**config.mk**
```make
export PLATFORM = sky130hd
export DESIGN_NAME = psdsumsq
export DESIGN_NICKNAME = d
export VERILOG_FILES = /design/src/rtl/psdsumsq.sv
export SDC_FILE = /design/constraint.sdc
export NUM_CORES = 1
export LEC_CHECK = 0
export BUFFER_PORTS_ARGS = -buffer_cell sky130_fd_sc_hd__buf_2
export CORE_MARGIN = 1.5
export CORE_UTILIZATION = 40
export CTS_CLUSTER_DIAMETER = 80
export CTS_CLUSTER_SIZE = 30
export DETAILED_ROUTE_END_ITERATION = 8
export PLACE_DENSITY_LB_ADDON = 0.08
export SLEW_MARGIN = 20
export SYNTH_ARGS = -nofsm -noshare
export SYNTH_HDL_FRONTEND = slang
export SYNTH_SLANG_ARGS = --single-unit
```
**constraint.sdc**
```tcl
create_clock -name clock -period 4.5 [get_ports clock]
set_clock_uncertainty 0.1 [all_clocks]
set_input_delay 0.45 -clock clock [delete_from_list [all_inputs] [get_ports clock]]
set_output_delay 0.45 -clock clock [all_outputs]
set_load 0.01 [all_outputs]
```
**src/rtl/psdsumsq.sv**
```systemverilog
// Sum-of-squares front end for the PSD magnitude path: computes a*a + b*b with
// one shared shift-add multiplier and hands the result to the square-root stage.
//
// state | meaning
// IDLE  | waiting for start; operands captured on the accepting edge
// SQA   | 16 shift-add iterations of |a|*|a|
// SQB   | 16 shift-add iterations of |b|*|b| into the same accumulator
// HOLD  | result ready, waiting for the square-root stage to be idle
// DONE  | one-cycle xvalid pulse, then back to IDLE
module psdsumsq (
  input  logic        clock,
  input  logic        reset,
  input  logic        start,
  input  logic [15:0] a,
  input  logic [15:0] b,
  input  logic        ready,
  output logic        busy,
  output logic [31:0] xout,
  output logic        xvalid
);

  typedef enum logic [2:0] {
    IDLE = 3'd0,
    SQA  = 3'd1,
    SQB  = 3'd2,
    HOLD = 3'd3,
    DONE = 3'd4
  } state_t;

  state_t      state_q, state_d;
  logic [31:0] acc_q, acc_d;
  logic [31:0] mcand_q, mcand_d;
  logic [15:0] mplier_q, mplier_d;
  logic [15:0] opb_q, opb_d;
  logic [3:0]  cnt_q, cnt_d;
  logic [31:0] xout_q, xout_d;
  logic        xvalid_q, xvalid_d;

  logic [15:0] a_abs, b_abs;
  logic [31:0] acc_step;

  // Magnitude of -32768 wraps to 16'h8000, which is exactly 32768 unsigned.
  assign a_abs = a[15] ? (~a + 16'd1) : a;
  assign b_abs = b[15] ? (~b + 16'd1) : b;

  assign acc_step = mplier_q[0] ? (acc_q + mcand_q) : acc_q;

  always_comb begin
    state_d  = state_q;
    acc_d    = acc_q;
    mcand_d  = mcand_q;
    mplier_d = mplier_q;
    opb_d    = opb_q;
    cnt_d    = cnt_q;
    xout_d   = xout_q;
    xvalid_d = 1'b0;

    unique case (state_q)
      IDLE: begin
        if (start) begin
          mcand_d  = {16'd0, a_abs};
          mplier_d = a_abs;
          opb_d    = b_abs;
          acc_d    = 32'd0;
          cnt_d    = 4'd0;
          state_d  = SQA;
        end
      end
      SQA, SQB: begin
        acc_d    = acc_step;
        mcand_d  = {mcand_q[30:0], 1'b0};
        mplier_d = {1'b0, mplier_q[15:1]};
        cnt_d    = cnt_q + 4'd1;
        if (cnt_q == 4'd15) begin
          if (state_q == SQA) begin
            mcand_d  = {16'd0, opb_q};
            mplier_d = opb_q;
            state_d  = SQB;
          end else begin
            state_d  = HOLD;
          end
        end
      end
      HOLD: begin
        if (ready) begin
          xout_d   = acc_q;
          xvalid_d = 1'b1;
          state_d  = DONE;
        end
      end
      DONE: begin
        state_d = IDLE;
      end
      default: begin
        state_d = IDLE;
      end
    endcase
  end

  always_ff @(posedge clock or negedge reset) begin
    if (!reset) begin
      state_q  <= IDLE;
      acc_q    <= 32'd0;
      mcand_q  <= 32'd0;
      mplier_q <= 16'd0;
      opb_q    <= 16'd0;
      cnt_q    <= 4'd0;
      xout_q   <= 32'd0;
      xvalid_q <= 1'b0;
    end else begin
      state_q  <= state_d;
      acc_q    <= acc_d;
      mcand_q  <= mcand_d;
      mplier_q <= mplier_d;
      opb_q    <= opb_d;
      cnt_q    <= cnt_d;
      xout_q   <= xout_d;
      xvalid_q <= xvalid_d;
    end
  end

  assign busy   = (state_q != IDLE);
  assign xout   = xout_q;
  assign xvalid = xvalid_q;

endmodule
```
==> run metrics <==
Switching Fraction=between 40% and 50%; YS warnings=0; failing checks=design-rule violations; Post-CTS Setup Bufs=0; max_cap viols=0; number of diodes=0; run status=complete, but fails checks; final hold vios=0; GR Util All Layers=between 20% and 30%; most frequent cells in the layout=nand2_1 (172), dfrtp_1 (136), nor2_1 (76); fin. max-slew vios=0; most used flip-flop cell after synthesis=dfrtp_1; post-route ant nets=0; Hold Buf Count CTS=0; crit end category=flop; Syn Area/Cell=roughly 9.0 um2; Post-synth EDFFs=0; Clock Pin Slew Worst Setup and Hold Paths=0.06 ns; sequential-to-total area share from yosys stat=a little under half; final setup TNS=0 ns; CTS resizes=0; Clk pwr share=23.5%; sequential cell fraction of total power=31.8%; Max Fclk=about 340 MHz; CP Max Fanout=4; Synth Register Bits=136; Int Pwr=4.108 mW; maximum VDD drop=approximately 320 uV; Static Leak=approximately 4.2 nW; Compound-Gate Fraction of Synth Area=between 20 and 25%; core area=approximately 18,000 um2; Post-Synth XOR/XNOR Area=under 10%; Max stage delay on crit path=about 0.40 ns; Hold Path Class=input port to asynchronous set/reset pin; CTS Buf Count=17; crit-path cells=ha_1 > inv_1 > fa_1 > nor2b_1 > o31a_1 > o311ai_1 > a21oi_1 > o21ai_1 > a21oi_1 > or3_1 > a32o_1; Die Wd=approximately 140 um; mux cell area share after synthesis=0.9787%; PortBufs=a little under 70; layout cells sized above 1=14.13%; slowest CP cell=dfrtp_1; CTS sink count=136; vias per std cell=about 5.5; CP Class=flop to flop; Final setup viols=0; Avg WL per Cell=roughly 16 um; CTS tree=done; vias in the first global route=between 6,000 and 7,000; RSZ-0062 raised after global routing=false; crit share post-route=64.91%; Initial Util=between 40% and 50%; PD cells=around 800 nW/um2; placed cell count=roughly 1,100; DRC viols=8; Worst-Margin Slew=0.9680 ns; full die area=about 19,000 um2; first-pass GRT wire length=around 31,000 um; Net Switching=2.811 mW; unique cell type count in the Yosys netlist=60; Vias=6,219; cell mode on critical path=a21oi_1; Synth async-reset ratio=100.0%; commonest non-fill, non-tap cell in the layout=nand2_1; Clock Latency Late Sink=around 0.42 ns; placer congestion estimate=slightly below 0.9; Filler Cell Count=roughly 1,700; area grow syn2layout=17.33%; main combinational cell family by area after synthesis=compound AO/OA/AOI/OAI gates; H-tree levels=4; final wirelength=18,380 um; DR pass1 iterations=7; Critical Path RT=4.71 ns; gr ovfl total=0; clk buf depth=2; initial antenna violation count=0; Slew headroom=approximately a third; # IOs=70; die height=approximately 140 um; adder-cell share of the synthesized area=under 10%; min Tclk post-route=2.921 ns; Detailed Place HPWL=~13,000 um; Synth Area in Simple Gates=between 10% and 20%; synthesized area=approximately 7400 um2; cells after synthesis=822; Iter 0 DRT Violations=445; Post-Synthesis Net Count=between 800 and 900; Non-Filler Instances=roughly 1,100; combinational share of power=approximately 45%; Startpoint Class=flop; Arrival @ worst endpoint=roughly 3.1 ns; Layout Nets=around 960; root buffer cell=clkbuf_16; pin count of the biggest net entering global routing=107; cell row count=between 40 and 50
[power groups by stage]
stage	logic, mW	clock network [mW]	registers [mW]
after floorplan	2.29	0	2.12
after global placement	3.01	0	2.21
after detailed placement	3.08	0	2.22
after CTS	3.10	1.66	2.21
after global routing	3.50	1.70	2.28
final	3.09	1.62	2.20
[critical path, delay by kind of cell, from the launching register on]
| kind | cells | cell delay (ns) |
|---|---|---|
| compound gates | 6 | 1.38 |
| fa+ha+maj | 2 | 0.40 |
| flops | 1 | 0.40 |
| simple gates | 2 | 0.47 |
| buf+inv | 1 | 0.06 |
[area by class of cell]
cell class                      count  area, um2  share of cell area (%)
Sequential cell                   136       3403                   39.12
Timing Repair Buffer               78      419.2                   4.818
Clock inverter                     13      249.0                   2.862
Tap cell                          229      286.5                   3.294
Inverter                           20      75.07                  0.8629
Multi-Input combinational cell    633       3834                   44.07
Clock buffer                       19      432.9                   4.976
[routing by layer]
layer | vias up | routed length [um] | global-route usage [%]
met5 | - | 0 | 0
met4 | 0 | 396 | 7.615
met3 | 30 | 715 | 3.384
met2 | 153 | 8744 | 32.95
met1 | 3009 | 8527 | 26.60
li1 | 3027 | - | -
[cells by family (layout without fill, tap and decap cells)]
| group | after synthesis | after routing |
|---|---|---|
| buffers and inverters | 53 | 130 |
| adders and majority gates | 35 | 35 |
| and+or+nand+nor | 311 | 311 |
| AOI/OAI and AO/OA | 231 | 231 |
| xor gates and xnor gates | 49 | 49 |
| muxes | 7 | 7 |
| DFF | 136 | 136 |
[Yosys cell counts (7+ instances only)]
cell type / n / area (um2)
clkbuf_1: 30 / 112.6
nand3_1: 11 / 55.05
a21o_1: 9 / 67.56
nand2_1: 172 / 645.6
o21ai_1: 7 / 35.03
a22o_1: 21 / 183.9
xor2_1: 27 / 236.5
ha_1: 34 / 425.4
inv_1: 20 / 75.07
a21oi_1: 74 / 370.4
a221oi_1: 13 / 113.9
dfrtp_1: 136 / 3403
o31ai_1: 13 / 97.59
o21ai_0: 48 / 240.2
nand2b_1: 8 / 50.05
or3_1: 7 / 43.79
xnor2_1: 22 / 192.7
nor2_1: 78 / 292.8
[path summary, 6_finish.rpt]
| kind | startpoint | end | slack (ns) | cells after the start |
|---|---|---|---|---|
| min reg2reg | xout[29]$_DFFE_PN0P_ | xout[29]$_DFFE_PN0P_ | 0.36 | 2 |
| max in group asynchronous | reset | mcand_q[14]$_DFFE_PN0P_ | 3.25 | 2 |
| min | reset | xout[22]$_DFFE_PN0P_ | 0.04 | 1 |
| max reg2reg | acc_q[0]$_DFFE_PN0P_ | acc_q[18]$_DFFE_PN0P_ | 1.58 | 11 |
| min in group clock | b[8] | opb_q[8]$_DFFE_PN0P_ | 0.23 | 3 |
| max | acc_q[0]$_DFFE_PN0P_ | acc_q[18]$_DFFE_PN0P_ | 1.58 | 11 |
[state kept, by name, indices dropped and copies added (netlist names)]
register  count
state_q       3
cnt_q         4
mplier_q     16
xvalid        1
acc_q        32
mcand_q      32
xout         32
opb_q        16
[per-stage QoR]
step	power [mW]	instance area (um2)	utilization (%)	hold WS, ns	worst slack (ns)
CTS	6.961	8700	48.10	0.1015	1.608
global route	7.484	8700	48.10	0.1278	1.399
global placement	5.216	8018	44.33	0.3533	1.637
detailed placement	5.301	8018	44.33	0.3572	1.623
finish	6.919	8700	48.10	0.04045	1.579
floorplan	4.405	7415	-	0.05441	1.950
(Power assumes the default switching activity.)
